[config.mk]
export PLATFORM = sky130hd
export DESIGN_NAME = pipeline_hazard_ctrl
export DESIGN_NICKNAME = d
export VERILOG_FILES = /design/src/rtl/pipeline_hazard_ctrl_pkg.sv /design/src/rtl/pipeline_hazard_ctrl_fwd_match.sv /design/src/rtl/pipeline_hazard_ctrl.sv
export SDC_FILE = /design/constraint.sdc
export NUM_CORES = 1
export LEC_CHECK = 0
export CORE_MARGIN = 2
export CORE_UTILIZATION = 33
export DETAILED_ROUTE_END_ITERATION = 8
export SYNTH_ARGS = -nofsm -noshare
export SYNTH_HDL_FRONTEND = slang
export SYNTH_HIERARCHICAL = 1
export SYNTH_SLANG_ARGS = --single-unit
[constraint.sdc]
create_clock -name clk -period 2.5 [get_ports clk]
set_input_delay 0.5 -clock clk [delete_from_list [all_inputs] [get_ports clk]]
set_output_delay 0.5 -clock clk [all_outputs]
set_load 0.02 [all_outputs]
[src/rtl/pipeline_hazard_ctrl_pkg.sv]
// Shared types and encodings for the pipeline hazard controller.
package pipeline_hazard_ctrl_pkg;

    typedef enum logic [1:0] {
        StRun     = 2'd0,
        StLuStall = 2'd1,
        StMemWait = 2'd2,
        StFlush   = 2'd3
    } hz_state_t;

    localparam logic [1:0] FWD_RF  = 2'b00;
    localparam logic [1:0] FWD_EX  = 2'b01;
    localparam logic [1:0] FWD_MEM = 2'b10;

    typedef struct packed {
        logic [4:0] rd;
        logic       wr_en;
        logic       mem_en;
        logic       mem_wr;
    } shadow_t;

    localparam int unsigned SHADOW_W = $bits(shadow_t);

    function automatic logic is_load(input shadow_t s);
        return s.mem_en & ~s.mem_wr;
    endfunction

endpackage

[src/rtl/pipeline_hazard_ctrl_fwd_match.sv]
// Forwarding select for one ALU operand; EX result beats MEM/WB, x0 never forwarded.
module hz_fwd_match
    import pipeline_hazard_ctrl_pkg::*;
(
    input  logic [4:0] rs,
    input  logic       used,
    input  logic [4:0] ex_rd,
    input  logic       ex_wr_en,
    input  logic       ex_load,
    input  logic [4:0] mem_rd,
    input  logic       mem_wr_en,
    output logic [1:0] fwd_sel
);

    always_comb begin
        fwd_sel = FWD_RF;
        if (used && rs != 5'd0) begin
            // A load in EX has no result yet; the load-use stall covers that case.
            if (ex_wr_en && !ex_load && ex_rd == rs) begin
                fwd_sel = FWD_EX;
            end else if (mem_wr_en && mem_rd == rs) begin
                fwd_sel = FWD_MEM;
            end
        end
    end

endmodule

[src/rtl/pipeline_hazard_ctrl.sv]
// Hazard/stall controller: forwarding selects, load-use stalls, branch flushes,
// memory-wait freezes and a saturating stall-cycle counter.
module pipeline_hazard_ctrl
    import pipeline_hazard_ctrl_pkg::*;
#(
    parameter int unsigned CNT_W = 16
) (
    input  logic             clk,
    input  logic             rst,
    input  logic [4:0]       ID_rs1_sel,
    input  logic [4:0]       ID_rs2_sel,
    input  logic             ID_rs1_used,
    input  logic             ID_rs2_used,
    input  logic [4:0]       ID_rd_sel,
    input  logic             ID_wr_en,
    input  logic             ID_mem_en,
    input  logic             ID_mem_wr,
    input  logic             EX_branch_taken,
    input  logic             MEM_ready,
    output logic             PC_stall,
    output logic             IF_stall,
    output logic             IF_flush,
    output logic             ID_bubble,
    output logic             PIPE_freeze,
    output logic [1:0]       fwd_rs1_sel,
    output logic [1:0]       fwd_rs2_sel,
    output logic [1:0]       hz_state,
    output logic [CNT_W-1:0] stall_cnt
);

    shadow_t   ex_q, mem_q, id_sh;
    hz_state_t state_q, state_d;
    logic [CNT_W-1:0] cnt_q;
    logic freeze, load_use, stall_any;

    assign id_sh = '{rd: ID_rd_sel, wr_en: ID_wr_en, mem_en: ID_mem_en, mem_wr: ID_mem_wr};

    assign freeze   = mem_q.mem_en & ~MEM_ready;
    assign load_use = is_load(ex_q) & ex_q.wr_en & (ex_q.rd != 5'd0) &
                      ((ID_rs1_used & (ID_rs1_sel == ex_q.rd)) |
                       (ID_rs2_used & (ID_rs2_sel == ex_q.rd)));

    always_comb begin
        PC_stall    = 1'b0;
        IF_stall    = 1'b0;
        IF_flush    = 1'b0;
        ID_bubble   = 1'b0;
        PIPE_freeze = 1'b0;
        state_d     = StRun;
        if (freeze) begin
            PIPE_freeze = 1'b1;
            PC_stall    = 1'b1;
            IF_stall    = 1'b1;
            state_d     = StMemWait;
        end else if (EX_branch_taken) begin
            // ID holds a wrong-path instruction, so any load-use on it is moot.
            IF_flush  = 1'b1;
            ID_bubble = 1'b1;
            state_d   = StFlush;
        end else if (load_use) begin
            PC_stall  = 1'b1;
            IF_stall  = 1'b1;
            ID_bubble = 1'b1;
            state_d   = StLuStall;
        end
    end

    assign stall_any = PC_stall | IF_flush | ID_bubble | PIPE_freeze;

    always_ff @(posedge clk or posedge rst) begin
        if (rst) begin
            ex_q    <= '0;
            mem_q   <= '0;
            state_q <= StRun;
            cnt_q   <= '0;
        end else begin
            state_q <= state_d;
            if (!freeze) begin
                mem_q <= ex_q;
                ex_q  <= ID_bubble ? '0 : id_sh;
            end
            if (stall_any && cnt_q != {CNT_W{1'b1}}) begin
                cnt_q <= cnt_q + 1'b1;
            end
        end
    end

    hz_fwd_match u_fwd_rs1 (
        .rs        (ID_rs1_sel),
        .used      (ID_rs1_used),
        .ex_rd     (ex_q.rd),
        .ex_wr_en  (ex_q.wr_en),
        .ex_load   (is_load(ex_q)),
        .mem_rd    (mem_q.rd),
        .mem_wr_en (mem_q.wr_en),
        .fwd_sel   (fwd_rs1_sel)
    );

    hz_fwd_match u_fwd_rs2 (
        .rs        (ID_rs2_sel),
        .used      (ID_rs2_used),
        .ex_rd     (ex_q.rd),
        .ex_wr_en  (ex_q.wr_en),
        .ex_load   (is_load(ex_q)),
        .mem_rd    (mem_q.rd),
        .mem_wr_en (mem_q.wr_en),
        .fwd_sel   (fwd_rs2_sel)
    );

    assign hz_state  = state_q;
    assign stall_cnt = cnt_q;

endmodule

==> out/metrics.yaml, run 1 <==
grt:
  grt_pass1_wl_um: 8210
  antenna_found_initial: 0
  grt_max_degree: 34
  grt_usage_pct: 16.7
  grt_pass1_vias: 1715
  overflow: 0
clock_tree:
  htreeDepth: 2
  cts-root-buf: "clkbuf_8"
  cts-buffers-inserted: 5
  cts.reportedPaths.clkPinSlew_ns: 0.06
  cts_hold_buf: 0
  clock_sinks: 33
  cts_tree: "done"
  cts_max_path_buffers: 2
  post-cts-setup-buffer-count: 0
  clk_latency_ns: 0.28
routing:
  wl_um: 4710
  firstDrtPassIters: 4
  routed_via_density: 4.86
  vias: 1613
  drtAntennaViolNets: 0
  drc_errors: 0
  initialDrtViolationCount: 50
  wl_per_cell_um: 14.2
run:
  drv_cap: 0
worst_hold_path:
  hold_path_depth: 1
  hold_path.startpoint: "ex_q[1]"
  hold_end: "mem_q[1]"
  min_path_type: "register to register"
power:
  p_leak_nw: 1.23
  p_clk_share_pct: 23.1
  seqPwrFrac_pct: 40.5
  ir_drop_mv: 0.525
  switchingPower_mw: 0.653
  comb_power_share_pct: 36.4
  power.internal_mw: 1.25
  p_per_area_nw_per_um2: 693
  p_sw_share_pct: 34.2
setup_path:
  reg2reg_from: "stall_cnt[4]"
  crit_arrival_ns: 1.91
  crit_required_ns: 2.00
  path_class: "input port to output pin"
  end_kind: "output pin"
  rrSetupSlack_ns: 0.41
  rr_worst_depth: 6
  startpoint_type: "input port"
  worstReg2RegEnd: "stall_cnt[15]"
  path_max_fanout: 3
  critical_path.startpoint: "MEM_ready"
floorplanning:
  die_area_um2: 6270
  die_y_um: 79.2
  fp.dieW_um: 79.2
  coreArea_um2: 5470
  rows: 27
  initial_core_util_pct: 34.1
  ios: 51
layout:
  nNetsFinal: 284
  diodes: 0
  regArea_um2: 826
  syn_to_final_growth_pct: 47.5
  layout-drive-gt1-share_pct: 26.5
  multi_input_area_um2: 1020
  fin_area_um2: 2750
  fill_cells: 523
sta:
  setup_viol: 0
  drv_slew: 0
  finalCritPeriodShare_pct: 96.6
  period_needed_ns: 2.41
  skew_ns: 0.00457
  fin_setup_tns_ns: 0
  worst_slew_pin_slew_ns: 0.425
  max_freq_mhz: 414
  rsz0062_at_grt: "no"
  hold_viol: 0
  relSlewSlack_pct: 71.7
status:
  status: "complete, no violations"
yosys:
  synth_seq_area_share_pct: 44.3
  ys_types: 38
  synth_area_um2: 1860
  syn-num-nets: 201
  yosys_warnings: 6
  ys_ff_latch: 33
  synth.avg_cell_area_um2: 10.6
  synth_cells: 176
placement:
  dpl.hpwl_um: 3650
  io_buffers: 50
  gp_congestion: 0.816
  placed_area_um2: 2660
routing by layer:
metal	track usage (%)	up-vias	routed length, um
li1	-	785	-
met1	20.5	790	2060
met2	29.4	34	2410
met3	3.98	4	203
met4	3.97	0	36
met5	0	-	0
cells in the mapped netlist (all sizes together):
| master | n | area [um^2] |
|---|---|---|
| dfrtp | 33 | 826 |
| xor2 | 25 | 219 |
| xnor2 | 16 | 140 |
| nand2 | 12 | 45.0 |
| mux2 | 9 | 101 |
| a22o | 8 | 70.1 |
| nor2 | 7 | 26.3 |
| nor4 | 7 | 43.8 |
| inv | 6 | 22.5 |
| nand3 | 6 | 35.0 |
| nor3 | 6 | 35.0 |
| a21oi | 4 | 20.0 |
| and3 | 3 | 23.8 |
| buf | 3 | 17.5 |
| nand4 | 3 | 18.8 |
| nor4b | 3 | 26.3 |
| o21ai | 3 | 22.5 |
| clkbuf | 2 | 7.51 |
| nand4b | 2 | 17.5 |
| nor2b | 2 | 12.5 |
| nor3b | 2 | 15.0 |
| or2 | 2 | 12.5 |
| or4 | 2 | 15.0 |
| a2bb2oi | 1 | 8.76 |
| and4 | 1 | 8.76 |
| ha | 1 | 12.5 |
| o21bai | 1 | 7.51 |
| o22ai | 1 | 6.26 |
| o31ai | 1 | 7.51 |
| o41a | 1 | 11.3 |
| or3 | 1 | 6.26 |
| or3b | 1 | 8.76 |
| or4b | 1 | 13.8 |
power groups by stage:
stage	combinational, mW	sequential (mW)	clock [mW]
4_1_cts	0.704	0.775	0.455
2_1_floorplan	0.280	0.853	0
5_1_grt	0.756	0.795	0.487
6_report	0.694	0.772	0.441
3_3_place_gp	0.696	0.780	0
3_5_place_dp	0.701	0.783	0
final cells by class:
cell class	instances	area share, %
clock buffer	7	3.50
tap	72	3.28
sequential	33	30.0
inverter	6	0.819
timing repair buffer	81	25.2
multi-input combinational	132	37.0
clock inverter	1	0.182
per-stage QoR:
step / util [%] / hold WS [ns] / cells / power, mW / setup WS [ns]
after floorplan: - / 0.455 / 176 / 1.13 / 0.111
after global placement: 48.7 / 0.483 / 324 / 1.48 / -0.537
after detailed placement: 48.7 / 0.482 / 324 / 1.48 / -0.560
after CTS: 50.2 / 0.496 / 332 / 1.93 / 0.000134
after global routing: 50.3 / 0.534 / 332 / 2.04 / 0.0151
final: 50.3 / 0.495 / 332 / 1.91 / 0.0861
sequential cells by signal (all words and copies together), names as in the netlist:
name,count
hz_state,2
stall_cnt,16
ex_q,8
mem_q,7
worst max-delay path by stage:
stage	end	slack, ns
global route	PIPE_freeze	0.02
finish	PIPE_freeze	0.09
detailed placement	fwd_rs1_sel[0]	-0.56
CTS	IF_stall	0.0001
global placement	fwd_rs1_sel[0]	-0.54
floorplan	PC_stall	0.11
timing repair:
action / CTS / global route
pin swaps: 5 / 5
resized for setup: 46 / 4
endpoints found under the setup margin: 7 / 5
critical path, cell delays in order:
cell             delay, ns
clkdlybuf4s50_1       0.40
nor2b_1               0.25
buf_4                 0.17
clkdlybuf4s50_1       0.59
logic make-up (layout without fill, tap and decap cells):
kind of cell               after synthesis  count (layout)  share of synthesized area (%)
adders and majority gates                1               1                          0.671
muxes                                    9               9                           5.44
buffers and inverters                   11              95                           2.55
AOI/OAI and AO/OA                       20              20                           8.26
DFF                                     33              33                           44.3
xor gates and xnor gates                41              41                           19.3
and+or+nand+nor                         61              61                           19.5
cells in the final DEF, fill, tap and decap left out, drive strengths merged, types with 2 or more instances in the layout:
cell	instances
nand4b	2
xnor2	16
mux2	9
nor2	7
a22o	8
inv	6
nor4	7
clkdlybuf4s50	33
nor4b	3
clkbuf	8
or2	2
nor3	6
a21oi	4
and3	3
o21ai	3
or4	2
dfrtp	33
nor3b	2
buf	38
nand3	6
dlygate4sd2	8
xor2	25
nand2	12
nand4	3
nor2b	2
No activity file was read; power rests on OpenSTA's default activity.
==> run 2, diff against run 1 <==
--- a/config.mk
+++ b/config.mk
@@ -5,6 +5,7 @@
 export SDC_FILE = /design/constraint.sdc
 export NUM_CORES = 1
 export LEC_CHECK = 0
+export ABC_AREA = 1
 export CORE_MARGIN = 2
 export CORE_UTILIZATION = 33
 export DETAILED_ROUTE_END_ITERATION = 8
==> run 2 against run 1 <==
Net effect: final cell count grew 68%; cell area up 18%; non-clock buffer count shrank 4; combinational power shrank 16%; hold slack worse by 0.024 ns; die area is 26% higher; wire length is 38% higher; fmax grew 2.4%; total power is 11% lower.
==> out/metrics.yaml, run 2 <==
yosys:
  synth_compound_area_share_pct: 3.15  # was 8.26%
  synth_common_cells: "147 x nand2_1, 58 x inv_1, 47 x nor2_1, 40 x nand3_1, 33 x dfrtp_1"  # was 33 x dfrtp_1, 25 x xor2_1, 16 x xnor2_1, 12 x nand2_1, 9 x mux2_2
  syn-num-nets: 409  # was 201
  synth_area_um2: 2380  # was 1860 um^2
  ys_async_sr_fraction_pct: 100  # unchanged
  ys_ff_latch: 33  # unchanged
  synth_xor_area_share_pct: 5.88  # was 19.3%
  synth_area_leaders: "dfrtp_1 35%, nand2_1 23%, inv_1 9.1%"  # was dfrtp_1 44%, xor2_1 12%, xnor2_1 7.5%
  synth-adder-area-share_pct: 0.525  # was 0.671%
  synth_edf_count: 0  # unchanged
  synth_top_family_by_area: "simple AND/OR/NAND/NOR gates"  # unchanged
  synth_cells: 384  # was 176
  synth.most_common_cell: "nand2_1"  # was dfrtp_1
  synth_top_area_share_pct: 34.6  # was 44.3%
  synth-simple-area-share_pct: 44.6  # was 19.5%
  synth_seq_area_share_pct: 34.6  # was 44.3%
  ys.flop_type: "dfrtp_1"  # unchanged
  synth.avg_cell_area_um2: 6.21  # was 10.6 um^2
  ys_types: 23  # was 38
  yosys_warnings: 6  # unchanged
  yosysTopAreaCell: "dfrtp_1"  # unchanged
  synth_mux_area_share_pct: 0  # was 5.44%
routing:
  wl_um: 6490  # was 4710 um
  routed_via_density: 4.52  # was 4.86
  firstDrtPassIters: 4  # unchanged
  wl_per_cell_um: 11.6  # was 14.2 um
  initialDrtViolationCount: 181  # was 50
  drtAntennaViolNets: 0  # unchanged
  vias: 2519  # was 1613
  drc_errors: 0  # unchanged
layout:
  layout-drive-gt1-share_pct: 11.3  # was 26.5%
  instances_no_fill: 557  # was 332
  nNetsFinal: 486  # was 284
  fin_area_um2: 3240  # was 2750 um^2
  final_cell_mix: "146 x nand2_1, 58 x inv_1, 47 x nor2_1, 41 x clkdlybuf4s50_1, 40 x nand3_1"  # was 34 x buf_4, 33 x dfrtp_1, 33 x clkdlybuf4s50_1, 25 x xor2_1, 16 x xnor2_1
  mostFrequentLayoutCell: "nand2_1"  # was buf_4
  syn_to_final_growth_pct: 35.7  # was 47.5%
  largest_register_ffs: 16  # unchanged
  diodes: 0  # unchanged
  fill_cells: 744  # was 523
placement:
  io_buffers: 50  # unchanged
  placed_area_um2: 3170  # was 2660 um^2
  gp_congestion: 0.873  # was 0.816
  dpl.hpwl_um: 4910  # was 3650 um
  place_inst: 550  # was 324
setup_path:
  cpPeakStageDelay_ns: 0.50  # was 0.59 ns
  end_kind: "output pin"  # unchanged
  crit_arrival_ns: 1.86  # was 1.91 ns
  startpoint_type: "input port"  # unchanged
  path_max_fanout: 4  # was 3
  path_cells: "clkdlybuf4s50_1 > buf_4 > inv_1 > nand2_1 > nand2_1 > nor2_1 > nand2_1 > nor3_1 > clkbuf_2"  # was clkdlybuf4s50_1 > nor2b_1 > buf_4 > clkdlybuf4s50_1
  cp_top_family: "buffers and inverters"  # unchanged
  path_class: "input port to output pin"  # unchanged
  cp_slowest_cell: "clkdlybuf4s50_1"  # unchanged
  worst-path-buf-inv: 4  # was 3
  crit_required_ns: 2.00  # about the same
  cpMostUsedCell: "nand2_1"  # was clkdlybuf4s50_1
sta:
  skew_ns: 0.00463  # was 0.00457 ns
  hold_viol: 0  # unchanged
  drv_slew: 0  # unchanged
  finalCritPeriodShare_pct: 94.3  # was 96.6%
  holdWs_ns: 0.471  # was 0.495 ns
  max_freq_mhz: 424  # was 414 MHz
  worst_slew_pin_slew_ns: 0.412  # was 0.425 ns
  rsz0062_at_grt: "no"  # unchanged
  period_needed_ns: 2.36  # was 2.41 ns
  relSlewSlack_pct: 72.4  # was 71.7%
  setup_viol: 0  # unchanged
grt:
  grt_pass1_vias: 2395  # was 1715
  overflow: 0  # unchanged
  grt_max_degree: 34  # unchanged
  antenna_found_initial: 0  # unchanged
  grt_usage_pct: 17.8  # was 16.7%
  grt_pass1_wl_um: 11100  # was 8210 um
floorplanning:
  rows: 30  # was 27
  die_y_um: 89.0  # was 79.2 um
  fp.dieW_um: 89.0  # was 79.2 um
  coreArea_um2: 6910  # was 5470 um^2
  die_area_um2: 7920  # was 6270 um^2
  initial_core_util_pct: 34.5  # was 34.1%
  ios: 51  # unchanged
clock_tree:
  cts-buffers-inserted: 5  # unchanged
  htreeDepth: 2  # unchanged
  post-cts-setup-buffer-count: 0  # unchanged
  clock_sinks: 33  # unchanged
  clk_latency_ns: 0.28  # about the same
  cts_tree: "done"  # unchanged
  cts.reportedPaths.clkPinSlew_ns: 0.07  # was 0.06 ns
  cts_max_path_buffers: 2  # unchanged
  cts-root-buf: "clkbuf_8"  # unchanged
power:
  comb_power_share_pct: 34.5  # was 36.4%
  p_leak_nw: 1.72  # was 1.23 nW
  ir_drop_mv: 0.199  # was 0.525 mV
  seqPwrFrac_pct: 41.2  # was 40.5%
  switchingPower_mw: 0.602  # was 0.653 mW
  power.internal_mw: 1.09  # was 1.25 mW
  p_clk_share_pct: 24.3  # was 23.1%
  p_sw_share_pct: 35.5  # was 34.2%
  p_per_area_nw_per_um2: 524  # was 693 nW/um^2
worst_hold_path:
  min_path_type: "register to register"  # unchanged
run:
  drv_cap: 0  # unchanged
status:
  status: "complete, no violations"  # unchanged
-- run 2: cell count changes after synthesis, moves of 12 or more --
cell	previous run	this run
nand2_1	12	147
inv_1	6	58
nor2_1	7	47
nand3_1	5	40
o21ai_0	1	14
xnor2_1	16	3
xor2_1	25	13
-- run 2: metrics by stage --
stage	worst slack (ns)	util [%]	total power, mW	setup TNS [ns]
global placement	-0.439	45.9	1.29	-2.32
CTS	0.00239	46.9	1.71	0
global route	0.00147	46.8	1.81	0
detailed placement	-0.484	45.9	1.30	-2.48
floorplan	0.109	-	1.02	0
finish	0.143	46.8	1.70	0
-- run 2: cell type report --
class / instances / area, um^2 / share of cell area [%]
multi-input combinational: 284 / 1300 / 40.3
sequential: 33 / 826 / 25.5
timing repair buffer: 77 / 676 / 20.9
inverter: 60 / 225 / 6.96
tap: 96 / 120 / 3.71
clock buffer: 7 / 86.3 / 2.67
-- run 2: logic make-up after synthesis --
| kind of cell | count (synthesis) |
|---|---|
| adders and majority gates | 1 |
| AOI/OAI and AO/OA | 15 |
| buffers and inverters | 67 |
| and+or+nand+nor | 252 |
| DFF | 33 |
| xor gates and xnor gates | 16 |
-- run 2: final timing paths --
kind / start / end / slack [ns] / cells past startpoint
max: ID_rs2_sel[3] / fwd_rs2_sel[0] / 0.14 / 9
min: ex_q[1] / mem_q[1] / 0.47 / 2
max reg2reg: ex_q[3] / stall_cnt[12] / 0.63 / 12
min reg2reg: ex_q[1] / mem_q[1] / 0.47 / 2
max in group asynchronous: rst / ex_q[2] / 1.59 / 3
min in group asynchronous: rst / stall_cnt[0] / 0.61 / 3
-- run 2: worst register-to-register path, cell delays in order, from the launching register on --
cell and delay (ns):
dfrtp_1 0.46, buf_4 0.20, nand2_1 0.06, nand2_1 0.05
nor2_1 0.08, nand3_1 0.09, nand2_1 0.11, nand2_2 0.09
buf_4 0.18, nand2_2 0.09, buf_4 0.22, nand3_1 0.10
nand2_1 0.08
-- run 2: repair_timing --
action,4_1_cts,5_1_grt
pin swaps,0,0
gates cloned,0,0
hold buffers,0,0
endpoints found under the setup margin,7,7
resized for setup,21,14
-- run 2: layer usage --
| layer | GRT usage (%) | wire length (um) | vias to the layer above |
|---|---|---|---|
| met1 | 25.9 | 3290 | 1134 |
| met2 | 27.1 | 2830 | 59 |
| met4 | 5.56 | 70 | 0 |
| met5 | 0 | 0 | - |
| li1 | - | - | 1322 |
| met3 | 2.77 | 295 | 4 |
-- run 2: power by group through the flow --
stage | clock network [mW] | registers, mW | logic (mW)
2_1_floorplan | 0 | 0.743 | 0.281
3_3_place_gp | 0 | 0.708 | 0.584
3_5_place_dp | 0 | 0.710 | 0.590
4_1_cts | 0.425 | 0.701 | 0.587
5_1_grt | 0.444 | 0.712 | 0.653
6_report | 0.412 | 0.699 | 0.585
==> variant 1: new RTL, flow settings as in run 1 <==
Set the parameter `CNT_W` to 24 (it was 16).
--- a/src/rtl/pipeline_hazard_ctrl.sv
+++ b/src/rtl/pipeline_hazard_ctrl.sv
@@ -5,3 +5,3 @@
 #(
-    parameter int unsigned CNT_W = 16
+    parameter int unsigned CNT_W = 24
 ) (
Ports: changed (resized stall_cnt); port bits go from 51 to 59. The function was not compared with the original's and may differ.
==> variant 1 against run 1 <==
Worst setup slack lost 0.020 ns. Final area grew 21%. Wire length is 20% higher. Global-route usage shrank 0.65 points. Area after synthesis up 21%. Power up 22%. Sequential cell count increased by 8. Critical path depth rose by 3. Die area is 20% higher. Cell count is 15% higher.
==> variant 1: results <==
metrics = {
    "drt": {
        "met1_length_microns": 2570,
        "drtIter0Drc": 91,
        "drt_wl_total_microns": 5660,
    },
    "grt": {
        "grt_max_degree": 42,
        "grt_usage_pct": 16.0,
        "grt_pass1_vias": 1997,
        "use_met2_pct": 26.1,
        "grt_pass1_wl_microns": 9530,
        "met1_usage_pct": 21.5,
    },
    "synthesis": {
        "yosysSeqAreaShare_pct": 45.5,
        "synth_area_leaders": "dfrtp_1 (46%), xor2_1 (14%), xnor2_1 (6.2%), a22o_1 (3.1%), mux2_2 (3.0%)",
        "synthMuxAreaShare_pct": 3.66,
        "yosysUniqueCellTypes": 36,
        "synthTopCellsByCount": "dfrtp_1 (41), xor2_1 (35), nor2_1 (16), xnor2_1 (16), nand2_1 (15)",
        "syn_inst": 212,
    },
    "finish": {
        "buffer_area_share_pct": 24.5,
        "multi_input_area_sq_um": 1250,
        "utilization_pct": 49.4,
        "fill_cells": 652,
    },
    "power_and_ir_drop": {
        "clockPowerShare_pct": 23.7,
        "ir_worst_vdd_mv": 0.597,
    },
    "worst_setup_path": {
        "crit_arrival_ns": 1.93,
        "r2r-start": "stall_cnt[10]$_DFFE_PP0P_",
        "crit_start": "ID_rs1_sel[4]",
        "critPathMaxStageDelay_ns": 0.49,
        "reg2reg_depth": 5,
        "r2r_end": "stall_cnt[1]$_DFFE_PP0P_",
    },
    "placed_design": {
        "port_buffers": 58,
        "dp_cells": 373,
        "place_congestion": 0.815,
    },
    "min_path": {
        "holdPathEnd": "stall_cnt[6]$_DFFE_PP0P_",
        "hp-start": "stall_cnt[6]$_DFFE_PP0P_",
    },
    "outcome": {
        "outcome": "complete, no violations",
    },
    "timing": {
        "worst_slew_pin_slew_ns": 0.524,
    },
    "clocking": {
        "clkTransAtPathRegs_ns": 0.08,
    },
}
==> variant 1: cell count changes after synthesis, moves of 2 or more <==
| cell | run 1 | this run |
|---|---|---|
| nand3_1 | 5 | 9 |
| dfrtp_1 | 33 | 41 |
| xor2_1 | 25 | 35 |
| nand4_1 | 3 | 9 |
| inv_1 | 6 | 4 |
| nand2_1 | 12 | 15 |
| nor3_1 | 5 | 10 |
| nor4_1 | 7 | 5 |
| nor2_1 | 7 | 16 |
| mux2_2 | 9 | 6 |
| nor4b_1 | 3 | 0 |
==> variant 1: worst max-delay path: cells and delay by family <==
family,cells,cell delay (ns)
buffers and inverters,4,0.69
AND/OR/NAND/NOR,2,0.56
AO/OA/AOI/OAI,1,0.19
==> variant 1: what timing repair did <==
item                                    in CTS  in global routing
setup buffers                                1                  1
hold endpoints to repair                     0                  0
pin swaps                                   11                  4
endpoints found under the setup margin       7                  5
resized for setup                           50                 12
==> variant 2: new RTL, config.mk and constraints of run 1 <==
Made on the original files. Make the reset (`rst`) synchronous in one clocked block.
--- a/src/rtl/pipeline_hazard_ctrl.sv
+++ b/src/rtl/pipeline_hazard_ctrl.sv
@@ -69,3 +69,3 @@
 
-    always_ff @(posedge clk or posedge rst) begin
+    always_ff @(posedge clk) begin
         if (rst) begin
Function: differs if rst is asserted again (counterexample within 4 cycles, from zero or initial values and one cycle with rst high); with rst held inactive, the same outputs for 10 cycles.
==> variant 2 against run 1 <==
The flow now finishes with violations (setup timing). Worst setup slack worse by 0.11 ns. Fmax down 4.2%. Sequential cell count is the same. Area after synthesis stayed put. Final area rose by 3.1%. Clock skew increased by 0.0017 ns. Wire length increased by 13%. Critical path type is now reg -> out. Critical endpoint is now ID_bubble.
Power is not compared: it rests on default switching activity, and its combinational part moved more than twofold at a synthesized area within 25%.
==> variant 2: results <==
metrics = {
    "finish": {
        "nNetsFinal": 333,
        "clkCellAreaFrac_pct": 3.05,
        "n_all_inverters": 5,
        "buffer_area_share_pct": 27.4,
        "seq_cell_count": 33,
        "multi_input_area_share_pct": 42.1,
        "buffers": 88,
        "drive_gt1_share_pct": 24.0,
        "fill_cells": 548,
    },
    "timing": {
        "finClkSkew_ns": 0.00625,
        "setup_ws_ns": -0.0192,
        "setup_viol": 1,
    },
    "synthesis": {
        "synth_area_leaders": "dfxtp_1 (35%), xor2_1 (8.0%), xnor2_1 (6.6%), a21oi_1 (4.3%), nand2_1 (4.0%)",
        "synth_compound_area_share_pct": 16.0,
        "ys.flop_type": "dfxtp_1",
        "synthMuxAreaShare_pct": 1.88,
        "synthTopCellsByCount": "dfxtp_1 (33), nand2_1 (20), xor2_1 (17)",
        "synth_nets": 245,
        "async_flop_share_pct": 0,
        "synthXorXnorAreaFrac_pct": 14.6,
        "syn_inst": 220,
    },
    "worst_setup_path": {
        "crit_arrival_ns": 2.02,
        "r2r-start": "ex_q[4]$_SDFFE_PP0N_",
        "endpoint": "ID_bubble",
        "critPathMaxStageDelay_ns": 0.54,
        "critPathTopFamily": "simple AND/OR/NAND/NOR gates",
        "reg2reg_depth": 9,
        "slowest_stage": "or4_4",
        "r2r_end": "stall_cnt[8]$_SDFFE_PP0P_",
    },
    "drt": {
        "dr_total_vias": 1938,
        "wl_per_cell_microns": 14.0,
        "wl_met2_microns": 2460,
        "met3_length_microns": 265,
        "met1_length_microns": 2480,
    },
    "placed_design": {
        "place_area_sq_um": 2680,
        "dp_cells": 369,
        "hpwl_microns": 3940,
    },
    "grt": {
        "grt_usage_pct": 17.8,
        "grt_pass1_wl_microns": 8830,
        "grt_max_degree": 13,
    },
    "outcome": {
        "outcome": "finished with violations",
        "violations": "setup timing",
    },
}
## variant 2: cell types whose count changed after synthesis, sizes merged, moves of 9 or more
cell | run 1 | this run
o21ai | 3 | 12
a21oi | 4 | 18
dfxtp | 0 | 33
dfrtp | 33 | 0
nor2 | 7 | 16
## variant 2: worst min path at each step
| stage | start | to | slack [ns] | depth (start not counted) |
|---|---|---|---|---|
| after floorplan | ex_q[0]$_SDFFE_PP0N_ | ex_q[0]$_SDFFE_PP0N_ | 0.44 | 1 |
| after global placement | ex_q[0]$_SDFFE_PP0N_ | ex_q[0]$_SDFFE_PP0N_ | 0.46 | 1 |
| after detailed placement | ex_q[0]$_SDFFE_PP0N_ | ex_q[0]$_SDFFE_PP0N_ | 0.47 | 1 |
| after CTS | ex_q[0]$_SDFFE_PP0N_ | ex_q[0]$_SDFFE_PP0N_ | 0.49 | 1 |
| after global routing | ex_q[0]$_SDFFE_PP0N_ | ex_q[0]$_SDFFE_PP0N_ | 0.50 | 1 |
| final | ex_q[0]$_SDFFE_PP0N_ | ex_q[0]$_SDFFE_PP0N_ | 0.48 | 1 |
## variant 2: metrics by stage
step           TNS, ns  setup slack, ns
2_1_floorplan        0            0.160
3_3_place_gp     -3.44           -0.517
3_5_place_dp     -3.84           -0.555
4_1_cts        -0.0549          -0.0549
5_1_grt        -0.0799          -0.0799
6_report       -0.0192          -0.0192
## variant 2: timing repair
item	in CTS	in global routing
resized for setup	56	8
setup buffers	4	0
hold buffers	0	0
setup endpoints to repair	9	6
pin swaps	12	4
## variant 2: metal layers
| metal | vias to the layer above | global-route usage, % |
|---|---|---|
| met5 | - | 0 |
| met3 | 13 | 3.64 |
| li1 | 975 | - |
| met1 | 893 | 21.4 |
| met2 | 57 | 31.0 |
| met4 | 0 | 7.24 |
